### config.mk
export PLATFORM = sky130hd
export DESIGN_NAME = pulse_detect
export DESIGN_NICKNAME = d
export VERILOG_FILES = /design/src/rtl/pulse_det_pkg.sv /design/src/rtl/sample_thresh_encoder.sv /design/src/rtl/pulse_detect.sv
export SDC_FILE = /design/constraint.sdc
export NUM_CORES = 1
export LEC_CHECK = 0
export CORE_ASPECT_RATIO = 0.7
export CORE_MARGIN = 1.5
export CORE_UTILIZATION = 45
export DETAILED_ROUTE_END_ITERATION = 10
export PLACE_DENSITY = 0.73
export SKIP_LAST_GASP = 1
export SYNTH_ARGS = -nofsm -noshare
export SYNTH_HDL_FRONTEND = slang
export SYNTH_HIERARCHICAL = 1
export SYNTH_SLANG_ARGS = --single-unit
export TNS_END_PERCENT = 30
### constraint.sdc
create_clock -name clk -period 9.5 [get_ports clk]
set_clock_uncertainty 0.1 [all_clocks]
set_input_delay 1.9 -clock clk [delete_from_list [all_inputs] [get_ports clk]]
set_output_delay 1.9 -clock clk [all_outputs]
set_load 0.1 [all_outputs]
### src/rtl/pulse_det_pkg.sv
// -----------------------------------------------------------------------------
// pulse_det_pkg
// Shared definitions for the pulse detector: FSM state encodings, result
// record tags, sample/record widths and small helpers that build records and
// advance the coarse beat counter.
// No ports (package).
// -----------------------------------------------------------------------------
package pulse_det_pkg;

    localparam int DEF_NSAMP    = 16;
    localparam int DEF_SAMPLE_W = 16;
    localparam int COARSE_W     = 16;
    localparam int FINE_W       = 8;
    localparam int TAG_W        = 8;
    localparam int RECORD_W     = TAG_W + COARSE_W + FINE_W;

    localparam logic [TAG_W-1:0] TAG_HIT     = 8'h01;
    localparam logic [TAG_W-1:0] TAG_TIMEOUT = 8'h02;

    typedef enum logic [1:0] {
        ST_IDLE    = 2'd0,
        ST_ARMED   = 2'd1,
        ST_WRITE   = 2'd2,
        ST_HOLDOFF = 2'd3
    } pd_state_t;

    // A result record is {tag, coarse beat index, fine sample index}.
    function automatic logic [RECORD_W-1:0] make_record(
        input logic [TAG_W-1:0]    tag,
        input logic [COARSE_W-1:0] coarse,
        input logic [FINE_W-1:0]   fine
    );
        return {tag, coarse, fine};
    endfunction

    // The coarse counter sticks at all-ones instead of wrapping, so a very
    // long window never reports a small, misleading beat index.
    function automatic logic [COARSE_W-1:0] sat_inc(input logic [COARSE_W-1:0] value);
        return (value == {COARSE_W{1'b1}}) ? value : value + {{(COARSE_W-1){1'b0}}, 1'b1};
    endfunction

endpackage

### src/rtl/sample_thresh_encoder.sv
// -----------------------------------------------------------------------------
// sample_thresh_encoder
// Purely combinational: compares every signed sample of one ADC beat against a
// signed threshold and reports whether any sample reached it, plus the index of
// the earliest such sample.
// Ports:
//   beat      in  NSAMP*SAMPLE_W  packed beat, sample k at the k-th field from
//                                 the MSB end (k = 0 is the earliest sample)
//   threshold in  SAMPLE_W        signed detection level
//   hit       out 1               some sample >= threshold
//   fine      out FINE_W          lowest k that hit (0 when no hit)
// -----------------------------------------------------------------------------
module sample_thresh_encoder
    import pulse_det_pkg::*;
#(
    parameter int NSAMP    = DEF_NSAMP,
    parameter int SAMPLE_W = DEF_SAMPLE_W
) (
    input  logic [NSAMP*SAMPLE_W-1:0] beat,
    input  logic [SAMPLE_W-1:0]       threshold,
    output logic                      hit,
    output logic [FINE_W-1:0]         fine
);

    // Scan from the latest sample down to the earliest so that the last
    // assignment to fine, i.e. the one that sticks, is the lowest hitting index.
    always_comb begin
        hit  = 1'b0;
        fine = '0;
        for (int k = NSAMP - 1; k >= 0; k--) begin
            if ($signed(beat[NSAMP*SAMPLE_W-1-SAMPLE_W*k -: SAMPLE_W]) >= $signed(threshold)) begin
                hit  = 1'b1;
                fine = FINE_W'(k);
            end
        end
    end

endmodule

### src/rtl/pulse_detect.sv
// -----------------------------------------------------------------------------
// pulse_detect
// Watches an AXI-Stream of ADC beats for the first sample that reaches a
// signed threshold after an arm strobe, and writes a 32-bit result record
// ({tag, coarse beat index, fine sample index}) into a downstream FIFO. A
// window that sees no hit within 'timeout' valid beats writes a timeout record.
//
// Build option: define PULSE_DET_CONTINUOUS_EN to keep the window open after a
// hit; the detector then skips HOLDOFF valid beats and re-arms by itself, with
// the coarse counter still running. Without it, one record is written per arm
// and the HOLDOFF state is never entered.
//
// Ports:
//   clk            in  1        ADC clock
//   rst            in  1        synchronous, active-high reset
//   s_axis_tdata   in  256      ADC beat (NSAMP samples of SAMPLE_W bits)
//   s_axis_tvalid  in  1        beat valid
//   s_axis_tready  out 1        always 1 outside reset
//   threshold      in  16       signed detection level
//   timeout        in  16       window length in valid beats, 0 = no limit
//   arm            in  1        one-cycle strobe opening/restarting a window
//   fifo_full      in  1        result FIFO cannot accept a write
//   fifo_write     out 1        one-cycle write strobe
//   fifo_data      out 32       result record
//   state_out      out 8        current state encoding
// -----------------------------------------------------------------------------
module pulse_detect
    import pulse_det_pkg::*;
#(
    parameter int NSAMP    = DEF_NSAMP,
    parameter int SAMPLE_W = DEF_SAMPLE_W,
    parameter int HOLDOFF  = 4
) (
    input  logic                      clk,
    input  logic                      rst,
    input  logic [NSAMP*SAMPLE_W-1:0] s_axis_tdata,
    input  logic                      s_axis_tvalid,
    output logic                      s_axis_tready,
    input  logic [SAMPLE_W-1:0]       threshold,
    input  logic [COARSE_W-1:0]       timeout,
    input  logic                      arm,
    input  logic                      fifo_full,
    output logic                      fifo_write,
    output logic [RECORD_W-1:0]       fifo_data,
    output logic [7:0]                state_out
);

    // Where the FSM goes once a hit record has actually been written.
`ifdef PULSE_DET_CONTINUOUS_EN
    localparam pd_state_t AFTER_HIT = ST_HOLDOFF;
`else
    localparam pd_state_t AFTER_HIT = ST_IDLE;
`endif

    localparam logic [15:0] HOLD_LAST = 16'((HOLDOFF > 0) ? HOLDOFF - 1 : 0);

    logic [NSAMP*SAMPLE_W-1:0] beat_q;
    logic                      beat_valid_q;
    pd_state_t                 state;
    logic [COARSE_W-1:0]       coarse;
    logic [RECORD_W-1:0]       pending;
    logic [15:0]               hold_cnt;
    logic                      hit;
    logic [FINE_W-1:0]         fine;
    logic                      timeout_due;
    logic [RECORD_W-1:0]       hit_record;
    logic [RECORD_W-1:0]       timeout_record;
    logic                      pending_is_hit;

    // The stream is never back-pressured; ready only drops while reset is held.
    assign s_axis_tready = ~rst;
    assign state_out     = {6'b000000, state};

    // Input stage: every accepted beat is registered together with its valid
    // flag, and the detector always evaluates this registered copy.
    always_ff @(posedge clk) begin
        if (rst) begin
            beat_q       <= '0;
            beat_valid_q <= 1'b0;
        end else begin
            beat_valid_q <= s_axis_tvalid & s_axis_tready;
            if (s_axis_tvalid & s_axis_tready) begin
                beat_q <= s_axis_tdata;
            end
        end
    end

    sample_thresh_encoder #(
        .NSAMP    (NSAMP),
        .SAMPLE_W (SAMPLE_W)
    ) u_encoder (
        .beat      (beat_q),
        .threshold (threshold),
        .hit       (hit),
        .fine      (fine)
    );

    // Candidate records and the timeout condition for the beat being evaluated.
    // The timeout fires on the last allowed beat, i.e. when the zero-based
    // coarse index reaches timeout-1.
    always_comb begin
        timeout_due    = (timeout != '0) && (coarse == timeout - 16'd1);
        hit_record     = make_record(TAG_HIT, coarse, fine);
        timeout_record = make_record(TAG_TIMEOUT, timeout, 8'h00);
        pending_is_hit = (pending[RECORD_W-1 -: TAG_W] == TAG_HIT);
    end

    // Main FSM. A record is written straight away when the FIFO has room;
    // otherwise it is parked in 'pending' and the WRITE state waits for space.
    // The coarse counter also steps on a hit beat so that, when the window
    // stays open, it still counts every valid beat since arm.
    always_ff @(posedge clk) begin
        if (rst) begin
            state      <= ST_IDLE;
            coarse     <= '0;
            pending    <= '0;
            hold_cnt   <= '0;
            fifo_write <= 1'b0;
            fifo_data  <= '0;
        end else begin
            fifo_write <= 1'b0;
            case (state)
                ST_IDLE: begin
                    if (arm) begin
                        coarse <= '0;
                        state  <= ST_ARMED;
                    end
                end

                ST_ARMED: begin
                    if (arm) begin
                        coarse <= '0;
                    end else if (beat_valid_q) begin
                        if (hit) begin
                            coarse <= sat_inc(coarse);
                            if (!fifo_full) begin
                                fifo_write <= 1'b1;
                                fifo_data  <= hit_record;
                                hold_cnt   <= '0;
                                state      <= AFTER_HIT;
                            end else begin
                                pending <= hit_record;
                                state   <= ST_WRITE;
                            end
                        end else if (timeout_due) begin
                            if (!fifo_full) begin
                                fifo_write <= 1'b1;
                                fifo_data  <= timeout_record;
                                state      <= ST_IDLE;
                            end else begin
                                pending <= timeout_record;
                                state   <= ST_WRITE;
                            end
                        end else begin
                            coarse <= sat_inc(coarse);
                        end
                    end
                end

                ST_WRITE: begin
                    if (!fifo_full) begin
                        fifo_write <= 1'b1;
                        fifo_data  <= pending;
                        hold_cnt   <= '0;
                        state      <= pending_is_hit ? AFTER_HIT : ST_IDLE;
                    end
                end

                ST_HOLDOFF: begin
                    if (beat_valid_q) begin
                        coarse <= sat_inc(coarse);
                        if (hold_cnt == HOLD_LAST) begin
                            state <= ST_ARMED;
                        end else begin
                            hold_cnt <= hold_cnt + 16'd1;
                        end
                    end
                end

                default: begin
                    state <= ST_IDLE;
                end
            endcase
        end
    end

endmodule
* Word level (Yosys, flattened, before mapping) *
Cells that the tools add are included.

cells by class
  $add $sub $neg = 3
  $mul = 0
  divide/modulo/power cells = 0
  order comparisons = 16
  equal/unequal tests = 21
  shift operators = 0
  multiplexer cells = 75
  bitwise logic cells = 3
  reduce and logical (&&, ||, !) cells = 12

operators by type and width
  cell                     number
  $mux W32                 11
  $ge A16 B16 Y1           16
  $mux W16                 13
  $pmux W16 S3             2
  $mux W4                  16
  $pmux W32 S2             1
  $add A16 B1 Y16 const B  2
  $mux W1                  21
  $ne A2 B2 Y1 const B     10
  $mux W2                  9
  $eq A16 B16 Y1           1
  $eq A16 B16 Y1 const B   1
  $eq A16 B2 Y1 const B    1
  $reduce_bool A16 Y1      1
  $sub A16 B1 Y16 const B  1
  $reduce_and A7 Y1        2
  $ne A3 B3 Y1 const B     4
  $reduce_and A6 Y1        2
  $pmux W2 S4              1
  $reduce_bool A3 Y1       2
  $reduce_and A5 Y1        1
  $eq A2 B2 Y1 const B     2
  $ne A4 B4 Y1 const B     1
  $reduce_bool A2 Y1       2
  6 further kinds          7

word-level totals
  register bits = 356
  latch bits = 0
  RAM bits = 0
  ROM bits = 0
  input port bits = 293
  word-level logic and storage cells = 138
  memories = 0

* Logic depth before layout (Yosys ltp) *
Gate-level depths: netlist (run 1).

  depth in word-level cells = 22
  mapped depth = 19
  mapped depth without buffers = 19

* Hierarchy *
The synthesis (run 1) kept the hierarchy.

modules (own cells, without submodules)
  module                 instances  cells each  area an instance (um^2)  seq. area each (um^2)
  pulse_detect           1          1,460       14,066.0                 6,886.6
  sample_thresh_encoder  1          734         6,003.3                  0.0

* Worst setup path after synthesis (run 1) *
Ideal clock, no wire load.

  kind = input -> register
  start = in threshold[15]
  end = reg hold_cnt[15]
  setup time = 132 ps
  arrival = 5,727 ps
  data required time = 9,268 ps
  path slack = 3,540 ps
  stages = 18
  buffers on the path = 0
  cell sequence = inv_1 > ha_1 > and4_1 > nand2_1 > or4_1 > nand3_1 > mux2i_1 > and2_1 > nand2b_1 > or3_1 > nor2b_1 > o21ai_0 > a221oi_1 > nand4_1 > nor4_1 > nand4_1 > xor2_1 > nor2_1

between the ends
  longest elaborated chain between the ends = 19
  elaborated cells on any way between the ends = 34
  classes of those cells = order compare: 16; eq/ne: 1; mux: 16; reduce/logical: 1

RTL lines
  element                                 line                         RTL
  from (decl)                             pulse_detect.sv:39           input logic [SAMPLE_W-1:0] threshold,
  $ge A16 B16 Y1                          sample_thresh_encoder.sv:31  if ($signed(beat[NSAMP*SAMPLE_W-1-SAMPLE_W*k -: SAMPLE_W]) >= $signed(threshold)) begin
  $mux W1 (15 in series)                  sample_thresh_encoder.sv:31
  $mux W1 (*)                             sample_thresh_encoder.sv:31
  via hit                                 pulse_detect.sv:63           logic hit;
  $ne A2 B2 Y1 (no source line) (*)       -
  $reduce_and A6 Y1 (no source line) (*)  -
  to (signal assigned)                    pulse_detect.sv:175          hold_cnt <= hold_cnt + 16'd1;
  to (decl)                               pulse_detect.sv:62           logic [15:0] hold_cnt;

Mark *: on every way through the listed nets, which the timed path passes. The rest lies on a longest branch.
A chain may end at the register's enable or synchronous reset.

* Worst setup path in the final report (run 1) *
  start = in threshold[7]
  end = reg hold_cnt[15]

Same word-level chain as after synthesis.

==> results by group, run 1 <==
Critical path
  – Worst EP required: 9.81 ns
  – Critical Path AT: 8.06 ns
  – Worst Path Max Fanout: 38
  – Worst setup SP type: primary input
  – CP Capture Type: flip-flop
  – Crit path kind: in2reg

Clock tree
  – Post_cts resized: 0
  – CTS tree: built
  – Hold Buf Count CTS: 0
  – Clock Latency Late Sink: 0.56 ns
  – Clock-pin slew on the worst setup and hold paths: 0.06 ns
  – CTS Buf Count: 38
  – Htree depth: 2
  – Postcts setup bufs: 0
  – CTS Sinks: 344
  – Clock tree buffer depth: 3
  – Clock root buffer: clkbuf_16

Final layout
  – Share of cells above drive strength 1: 4.46%
  – Most frequent cells in the layout: dfxtp_1 (344), nor2_1 (336), clkdlybuf4s50_1 (320), mux2i_1 (278), ha_1 (265)
  – P&R area growth vs syn: 24.7%
  – Final nets: 3019
  – Most common cell after layout, fill and taps aside: dfxtp_1
  – Fin area: 25000 sq um

Global routing
  – Gr ovfl total: 0
  – Initial antenna violation count: 8
  – Largest net degree at the start of global routing: 219
  – First-pass GRT wire length: 99000 um
  – Vias in the first global route: 17500
  – All-Layer GR Usage: 27.2%

Routing
  – DRC: 0
  – WL/cell: 20.7 um
  – Post-DR vias/cell: 5.81
  – DRT Pass-1 Iters: 7
  – Initial DRC count: 1487
  – Final ANT Viol Nets: 0
  – Routed WL: 63900 um
  – Vias: 17900

Power
  – Leakage: 11.0 nW
  – Power, Total: 3.86 mW
  – Peak supply drop: 108 uV
  – PD cells: 154 nW/um^2

Timing
  – Slew HR: 19.8%
  – Max Clk Rate: 129 MHz
  – Final Hold Vio Count: 0
  – Worst slew pin tran: 1.20 ns
  – Max-slew violations: 0
  – RSZ-0062 raised after global routing: false
  – Final setup fails: 0
  – Final TNS setup: 0 ns
  – Hold_ws: 0.371 ns
  – Crit path time final: 7.75 ns
  – Period utilization: 81.6%

Floorplan
  – IO Pins: 335
  – Row cnt: 64
  – Initial Utilization: 45.8%
  – Full die area: 45900 sq um
  – Core ar.: 43800 sq um
  – Die Y-Extent: 180 um
  – DIE WIDTH: 255 um

Synthesis
  – Post-synth cell types: 79
  – Post-Syn Instances: 2194
  – Mapped Area: 20100 sq um
  – Ys flop type: dfxtp_1
  – Yosys warnings: 6
  – Sequential area share after synthesis: 34.3%
  – Register bit count reported by yosys: 344
  – Post-synth EDFFs: 0
  – Syn Area/Cell: 9.15 sq um
  – Asr flop ratio synth: 0%

Placed design
  – Port Buffer Count: 322
  – Global placer's final weighted congestion: 0.886
  – Placed Area: 23700 sq um
  – Post-DP HPWL: 46200 um

Flow run
  – Max-cap violations: 0

Min path
  – Worst hold path type: reg2reg

Outcome
  – Status: finished, final reports clean
## stage by stage
step / util, % / instances / setup WS (ns)
5_1_grt: 57.1 / 3091 / 1.25
3_3_place_gp: 54.0 / 3015 / 1.57
3_5_place_dp: 54.0 / 3015 / 1.38
6_report: 57.1 / 3091 / 1.75
4_1_cts: 57.1 / 3084 / 1.91
2_1_floorplan: - / 2208 / 3.54
## sequential cells by signal (all words and copies together), names as in the netlist
| register | cells |
|---|---|
| hold_cnt | 16 |
| beat_q | 256 |
| beat_valid_q | 1 |
| fifo_write | 1 |
| coarse | 16 |
| fifo_data | 26 |
| pending | 26 |
| state | 2 |
## kinds of logic (layout without fill, tap and decap cells)
group / after synthesis / after routing / share of synthesized area [%]
simple gates: 707 / 707 / 16.9
compound gates: 381 / 381 / 12.8
flops: 344 / 344 / 34.3
mux: 284 / 284 / 14.2
fa+ha+maj: 265 / 265 / 16.5
buf+inv: 180 / 462 / 3.80
xor+xnor: 31 / 31 / 1.35
other cells: 2 / 23 / 0.0374
## worst max-delay path, cell delays in order
cell and delay [ns]:
clkdlybuf4s50_1 0.42, inv_1 0.81, ha_1 0.41, a2111oi_0 0.42, o21ai_0 0.16, a21oi_1 0.17, o21ai_0 0.10, mux2_2 0.28
nor2_1 0.08, nand3_1 0.11, or3_1 0.11, buf_4 0.43, nor2b_1 0.24, o21ai_0 0.12, a221oi_1 0.72, nand4_1 0.34
nor4_1 0.77, nand4_1 0.20, xor2_1 0.17, nor2_1 0.05
## cell usage after synthesis (9+ instances only)
cell type    n  area, sq um
dfxtp_1    344         6890
or3_1       18          113
buf_1       33          124
nor3_1      34          170
o31ai_1     31          233
nor2b_1     22          138
nand2b_1    15         93.8
xor2_1      22          193
nor4_1      19          119
o21ai_0     51          255
ha_1       265         3320
nor2_1     337         1260
clkbuf_1    64          240
a211oi_2     9          113
o21a_1      14          105
buf_4       17          128
a211oi_1    34          255
nand2_1     84          315
inv_1       57          214
or4_1       10         75.1
a21oi_1    109          546
a21o_1      26          195
nand4_1     72          450
o211ai_1    19          143
mux2i_1    278         2780
a31oi_1     25          156
nand3_1     47          235
xnor2_1      9         78.8
## report_power, final
part | leakage [nW] | switching (mW) | total, mW | internal, mW
clock network | 0.655 | 0.640 | 1.59 | 0.949
registers | 2.82 | 0.0518 | 1.56 | 1.51
logic | 7.55 | 0.390 | 0.708 | 0.318
total | 11.0 | 1.08 | 3.86 | 2.78
## final timing paths
| path | start | endpoint | slack (ns) | cells past startpoint |
|---|---|---|---|---|
| max reg2reg | beat_q[187]$_SDFFE_PP0P_ | hold_cnt[15]$_SDFFE_PP0P_ | 4.01 | 18 |
| min | pending[1]$_SDFFE_PP0P_ | pending[1]$_SDFFE_PP0P_ | 0.37 | 2 |
| max | threshold[7] | hold_cnt[15]$_SDFFE_PP0P_ | 1.75 | 20 |
| min reg2reg | pending[1]$_SDFFE_PP0P_ | pending[1]$_SDFFE_PP0P_ | 0.37 | 2 |
## final cells by class
cell class,count,area (sq um)
Multi-Input combinational cell,1684,12500
Sequential cell,344,6890
Antenna cell,7,17.5
Clock inverter,17,241
Tap cell,594,743
Clock buffer,52,1090
Inverter,57,214
Timing Repair Buffer,336,3350
Fill cell,3804,18800
## routing by layer
layer	vias to the layer above	share of wire, %	track usage, %
met5	-	0.017	0
met4	2	4.4	13.1
met3	171	7.2	4.40
met2	731	43	41.4
met1	8468	45	37.4
li1	8572	-	-
No activity file was read; power rests on OpenSTA's default activity.
==> inputs of run 2 (changes only) <==
clock period = 7.5 ns   (was 9.5 ns; I/O delays follow)
==> results by group, run 2 (same netlist as run 1, synthesis figures left out) <==
Clock tree
  – Hold Buf Count CTS: 0 (unchanged)
  – CTS Buf Count: 37 (was 38)
  – Clock Latency Late Sink: 0.56 ns (about the same)
  – Post_cts resized: 0 (unchanged)
  – Htree depth: 2 (unchanged)
  – Clock-pin slew on the worst setup and hold paths: 0.06 ns (about the same)
  – CTS tree: built (unchanged)
  – Clock root buffer: clkbuf_16 (unchanged)
  – Clock tree buffer depth: 3 (unchanged)
  – Postcts setup bufs: 0 (unchanged)
  – CTS Sinks: 344 (unchanged)

Critical path
  – Critical Path AT: 6.81 ns (was 8.06 ns)
  – Worst setup SP type: primary input (unchanged)
  – Worst Path Buf+Inv: 4 (was 3)
  – Setup slack, reg-to-reg: 2.70 ns (was 4.01 ns)
  – CP Capture Type: flip-flop (unchanged)
  – Worst EP required: 7.80 ns (was 9.81 ns)
  – Crit path max-delay cell type: nor4_1 (was inv_1)
  – Crit-path cells: clkdlybuf4s50_1, inv_1, buf_4, ha_1, a211oi_1, o2111ai_1, a41oi_1, mux2_2, nor2_1, nand3_1, or3_1, nor2b_1, o21ai_0, a221oi_1, buf_4, nand4_1, nor4_1, nand4_1, xor2_1, nor2_1 (was clkdlybuf4s50_1, inv_1, ha_1, a2111oi_0, o21ai_0, a21oi_1, o21ai_0, mux2_2, nor2_1, nand3_1, or3_1, buf_4, nor2b_1, o21ai_0, a221oi_1, nand4_1, nor4_1, nand4_1, xor2_1, nor2_1)
  – Worst Path Max Fanout: 11 (was 38)
  – Critical Path Max Stage Delay: 0.77 ns (was 0.81 ns)
  – CP top delay family: simple AND/OR/NAND/NOR gates (unchanged)
  – Crit path kind: in2reg (unchanged)

Routing
  – Final ANT Viol Nets: 0 (unchanged)
  – Initial DRC count: 1440 (was 1487)
  – WL/cell: 20.7 um (about the same)
  – Routed WL: 64000 um (was 63900 um)
  – DRT Pass-1 Iters: 7 (unchanged)
  – Post-DR vias/cell: 5.75 (was 5.81)
  – Vias: 17800 (was 17900)
  – DRC: 0 (unchanged)

Global routing
  – First-pass GRT wire length: 98400 um (was 99000 um)
  – Largest net degree at the start of global routing: 122 (was 219)
  – Gr ovfl total: 0 (unchanged)
  – Initial antenna violation count: 6 (was 8)
  – All-Layer GR Usage: 27.0% (was 27.2%)
  – Vias in the first global route: 17000 (was 17500)

Timing
  – Crit path time final: 6.51 ns
  – Max Clk Rate: 154 MHz
  – Slew HR: 22.2% (was 19.8%)
  – RSZ-0062 raised after global routing: false (unchanged)
  – Worst slew pin tran: 1.17 ns (was 1.20 ns)
  – Final setup fails: 0 (unchanged)
  – Period utilization: 86.8%
  – Final TNS setup: 0 ns (unchanged)
  – Final Hold Vio Count: 0 (unchanged)
  – Max-slew violations: 0 (unchanged)

Floorplan
  – Row cnt: 64 (unchanged)
  – Full die area: 45900 sq um (unchanged)
  – Core ar.: 43800 sq um (unchanged)
  – DIE WIDTH: 255 um (unchanged)
  – Initial Utilization: 45.8% (unchanged)
  – IO Pins: 335 (unchanged)
  – Die Y-Extent: 180 um (unchanged)

Placed design
  – Port Buffer Count: 322 (unchanged)
  – Post-DP HPWL: 47100 um (was 46200 um)
  – Global placer's final weighted congestion: 0.923 (was 0.886)

Outcome
  – Status: finished, final reports clean (unchanged)

Final layout
  – Share of cells above drive strength 1: 4.64% (was 4.46%)
  – Largest register FFs: 256 (unchanged)
  – Register with the most flip-flops: beat_q (unchanged)
  – Fillers: 3849 (was 3804)
  – Top flop regs: beat_q: 256 flops, fifo_data: 26 flops, pending: 26 flops (unchanged)
  – Post-layout util: 57.1% (about the same)
  – Final nets: 3030 (was 3019)
  – Most common cell after layout, fill and taps aside: dfxtp_1 (unchanged)
  – Most frequent cells in the layout: dfxtp_1 (344), nor2_1 (336), clkdlybuf4s50_1 (320), mux2i_1 (278), ha_1 (265) (unchanged)
  – P&R area growth vs syn: 24.6% (was 24.7%)

Power
  – Leakage: 11.0 nW (about the same)
  – Peak supply drop: 166 uV (was 108 uV)
  – PD cells: 191 nW/um^2 (was 154 nW/um^2)

Min path
  – Worst hold path type: reg2reg (unchanged)

Flow run
  – Max-cap violations: 0 (unchanged)
[run 2: cell type report]
| class | count | area (sq um) | share of cell area (%) |
|---|---|---|---|
| repair buffers | 348 | 3440 | 13.8 |
| clock inverters | 10 | 139 | 0.555 |
| flip-flops and latches | 344 | 6890 | 27.5 |
| multi-input cells | 1684 | 12500 | 49.9 |
| clock buffers | 56 | 1100 | 4.39 |
| diodes | 5 | 12.5 | 0.0500 |
| inverters | 57 | 214 | 0.856 |
| well taps | 594 | 743 | 2.97 |
[run 2: worst paths after layout]
check,start,to,cells past startpoint
setup / recovery,threshold[7],hold_cnt[15]$_SDFFE_PP0P_,20
hold / removal,fifo_data[9]$_SDFFE_PP0P_,fifo_data[9]$_SDFFE_PP0P_,2
setup reg to reg,beat_q[233]$_SDFFE_PP0P_,fifo_data[13]$_SDFFE_PP0P_,15
hold reg to reg,fifo_data[9]$_SDFFE_PP0P_,fifo_data[9]$_SDFFE_PP0P_,2
[run 2: worst register-to-register path, stage by stage, from the launching register on]
cell	delay, ns
dfxtp_1	0.31
ha_1	0.29
a21o_1	0.16
a21o_1	0.17
a211oi_1	0.25
o21bai_1	0.11
a2111oi_0	0.38
o21ai_0	0.36
nand2b_1	0.28
nand2b_1	0.19
or3_1	0.44
buf_4	0.31
nand4_1	0.17
o21ai_1	0.25
nor2_2	0.68
o31ai_1	0.18
[run 2: per-layer routing]
layer	share of wire (%)	global-route usage (%)
met5	0.027	0
met4	3.0	9.36
met3	6.1	4.09
met2	45	43.0
met1	46	37.2
[run 2: through the flow]
step	setup WS, ns	cell area (sq um)	cells	hold slack, ns	power, mW
after CTS	1.13	25000	3093	0.372	4.79
after global routing	0.715	25000	3098	0.397	4.96
after detailed placement	0.597	23800	3027	0.362	2.90
after floorplan	1.94	20100	2208	0.348	2.54
after global placement	0.711	23800	3027	0.357	2.87
final	0.989	25000	3098	0.372	4.78
[run 2: report_power, final]
part | internal [mW] | switching (mW) | total [mW] | leakage, nW
Combinational | 0.407 | 0.501 | 0.908 | 7.61
Sequential | 1.92 | 0.0638 | 1.98 | 2.82
Clock | 1.12 | 0.772 | 1.89 | 0.607
Total | 3.44 | 1.34 | 4.78 | 11.0
==> inputs of run 3 (changes only) <==
CORE_ASPECT_RATIO = not set   (was 0.7)
CTS_BUF_LIST = sky130_fd_sc_hd__clkbuf_2 sky130_fd_sc_hd__clkbuf_4 sky130_fd_sc_hd__clkbuf_8   (was not set)
SLEW_MARGIN = 20   (was not set)
==> results by group, run 3 (same netlist as run 1, synthesis figures left out) <==
Power
  – P_sw: 1.38 mW (was 1.34 mW)
  – Leakage: 11.2 nW (was 11.0 nW)
  – Seq pwr share: 40.5% (was 41.5%)
  – Power share of the clock group: 41.2% (was 39.5%)
  – Net switching share of the total power: 28.1% (was 28.0%)
  – Peak supply drop: 142 uV (was 166 uV)
  – Power share of the combinational group: 18.3% (was 19.0%)
  – Power, Total: 4.90 mW (was 4.78 mW)
  – Cell-internal power: 3.53 mW (was 3.44 mW)
  – PD cells: 195 nW/um^2 (was 191 nW/um^2)

Min path
  – Min-delay src: fifo_data[10]$_SDFFE_PP0P_ (was fifo_data[9]$_SDFFE_PP0P_)
  – Worst hold path type: reg2reg (unchanged)

Floorplan
  – DIE WIDTH: 214 um (was 255 um)
  – Die Y-Extent: 214 um (was 180 um)
  – Initial Utilization: 45.5% (was 45.8%)
  – Row cnt: 77 (was 64)
  – IO Pins: 335 (unchanged)
  – Full die area: 45900 sq um (about the same)
  – Core ar.: 44100 sq um (was 43800 sq um)

Outcome
  – Status: finished, final reports clean (unchanged)

Clock tree
  – CTS tree: built (unchanged)
  – Post_cts resized: 0 (unchanged)
  – Clock tree buffer depth: 3 (unchanged)
  – Hold Buf Count CTS: 0 (unchanged)
  – Clock root buffer: clkbuf_8 (was clkbuf_16)
  – Clock Latency Late Sink: 0.66 ns (was 0.56 ns)
  – CTS Buf Count: 60 (was 37)
  – Clock-pin slew on the worst setup and hold paths: 0.06 ns (about the same)
  – CTS Sinks: 344 (unchanged)
  – Htree depth: 2 (unchanged)
  – Postcts setup bufs: 0 (unchanged)

Critical path
  – CP Capture Type: flip-flop (unchanged)
  – Worst EP required: 7.93 ns (was 7.80 ns)
  – Worst setup SP type: primary input (unchanged)
  – Critical R2R Launch: beat_q[15]$_SDFFE_PP0P_ (was beat_q[233]$_SDFFE_PP0P_)
  – Crit path launch: threshold[7] (unchanged)
  – Crit path kind: in2reg (unchanged)
  – Critical Path AT: 7.04 ns (was 6.81 ns)
  – Worst Path Max Fanout: 16 (was 11)
  – Setup slack, reg-to-reg: 2.57 ns (was 2.70 ns)

Placed design
  – Post-DP HPWL: 47100 um (about the same)
  – Port Buffer Count: 322 (unchanged)
  – Placed Area: 23800 sq um (about the same)
  – Global placer's final weighted congestion: 0.930 (was 0.923)

Routing
  – Initial DRC count: 1225 (was 1440)
  – Routed WL: 63700 um (was 64000 um)
  – DRT Pass-1 Iters: 6 (was 7)
  – Vias: 18100 (was 17800)
  – WL/cell: 20.3 um (was 20.7 um)
  – DRC: 0 (unchanged)
  – Final ANT Viol Nets: 0 (unchanged)
  – Post-DR vias/cell: 5.76 (was 5.75)

Global routing
  – Initial antenna violation count: 5 (was 6)
  – Vias in the first global route: 17700 (was 17000)
  – Largest net degree at the start of global routing: 118 (was 122)
  – All-Layer GR Usage: 27.0% (about the same)
  – First-pass GRT wire length: 97900 um (was 98400 um)
  – Gr ovfl total: 0 (unchanged)

Final layout
  – Register with the most flip-flops: beat_q (unchanged)
  – Final nets: 3056 (was 3030)
  – Post-layout util: 57.1% (about the same)
  – Top flop regs: beat_q: 256 flops, fifo_data: 26 flops, pending: 26 flops (unchanged)
  – Fin area: 25200 sq um (was 25000 sq um)
  – Share of cells above drive strength 1: 6.76% (was 4.64%)
  – Largest register FFs: 256 (unchanged)
  – Most common cell after layout, fill and taps aside: dfxtp_1 (unchanged)
  – P&R area growth vs syn: 25.6% (was 24.6%)
  – Most frequent cells in the layout: dfxtp_1 (344), nor2_1 (337), clkdlybuf4s50_1 (320), mux2i_1 (278), ha_1 (265) (was dfxtp_1 (344), nor2_1 (336), clkdlybuf4s50_1 (320), mux2i_1 (278), ha_1 (265))
  – Fillers: 3904 (was 3849)

Timing
  – Max-slew violations: 0 (unchanged)
  – RSZ-0062 raised after global routing: false (unchanged)
  – Period utilization: 88.1% (was 86.8%)
  – Hold_ws: 0.368 ns (was 0.372 ns)
  – Final TNS setup: 0 ns (unchanged)
  – Max Clk Rate: 151 MHz (was 154 MHz)
  – Worst slew pin tran: 1.28 ns (was 1.17 ns)
  – Crit path time final: 6.61 ns (was 6.51 ns)
  – Final setup fails: 0 (unchanged)
  – Slew HR: 14.8% (was 22.2%)
  – Final Hold Vio Count: 0 (unchanged)

Flow run
  – Max-cap violations: 0 (unchanged)
-- run 3: changes by cell type in the layout (fill, tap and decap cells not counted), sizes merged --
| cell | before | now |
|---|---|---|
| bufinv | 3 | 6 |
| diode | 5 | 2 |
| buf | 28 | 31 |
| clkinv | 6 | 9 |
| clkinvlp | 1 | 4 |
| clkbuf | 56 | 91 |
-- run 3: path summary, 6_finish.rpt --
check                               end  cells after the start
max           hold_cnt[15]$_SDFFE_PP0P_                     18
min          fifo_data[10]$_SDFFE_PP0P_                      2
max reg2reg   hold_cnt[15]$_SDFFE_PP0P_                     18
min reg2reg  fifo_data[10]$_SDFFE_PP0P_                      2
-- run 3: power groups by stage --
stage	logic, mW	clock network, mW	registers (mW)
2_1_floorplan	0.527	0	2.01
5_1_grt	0.978	2.13	1.99
4_1_cts	0.885	2.06	1.98
6_report	0.897	2.02	1.98
3_5_place_dp	0.879	0	2.02
3_3_place_gp	0.851	0	2.02
-- run 3: area by class of cell --
class	instances	area [sq um]	area share, %
well taps	592	741	2.94
multi-input cells	1684	12500	49.5
diodes	2	5.00	0.0199
clock buffers	91	1170	4.65
clock inverters	19	259	1.03
repair buffers	351	3450	13.7
inverters	57	214	0.849
flip-flops and latches	344	6890	27.3
-- run 3: critical path, stage by stage --
cell and delay [ns]:
clkdlybuf4s50_1 0.41, inv_1 0.79, ha_1 0.41, a211oi_1 0.34
o2111ai_1 0.19, a41oi_1 0.29, mux2_2 0.29, nor2_1 0.08
nand3_1 0.11, or3_1 0.19, nor2b_1 0.18, o21ai_0 0.12
a221oi_1 0.66, nand4_1 0.31, nor4_1 0.75, nand4_1 0.20
xor2_1 0.17, nor2_1 0.05
-- run 3: metrics by stage --
step,cells,setup slack [ns]
CTS,3138,1.08
global route,3140,0.470
global placement,3028,0.406
floorplan,2208,1.94
finish,3140,0.890
detailed placement,3028,0.409
-- run 3: per-layer routing --
| metal | vias up | global-route usage, % | part of all wire [%] |
|---|---|---|---|
| met5 | - | 0 | 0.058 |
| met4 | 6 | 13.9 | 4.8 |
| met2 | 702 | 44.3 | 45 |
| met1 | 8547 | 33.8 | 43 |
| met3 | 167 | 4.88 | 7.0 |
| li1 | 8649 | - | - |
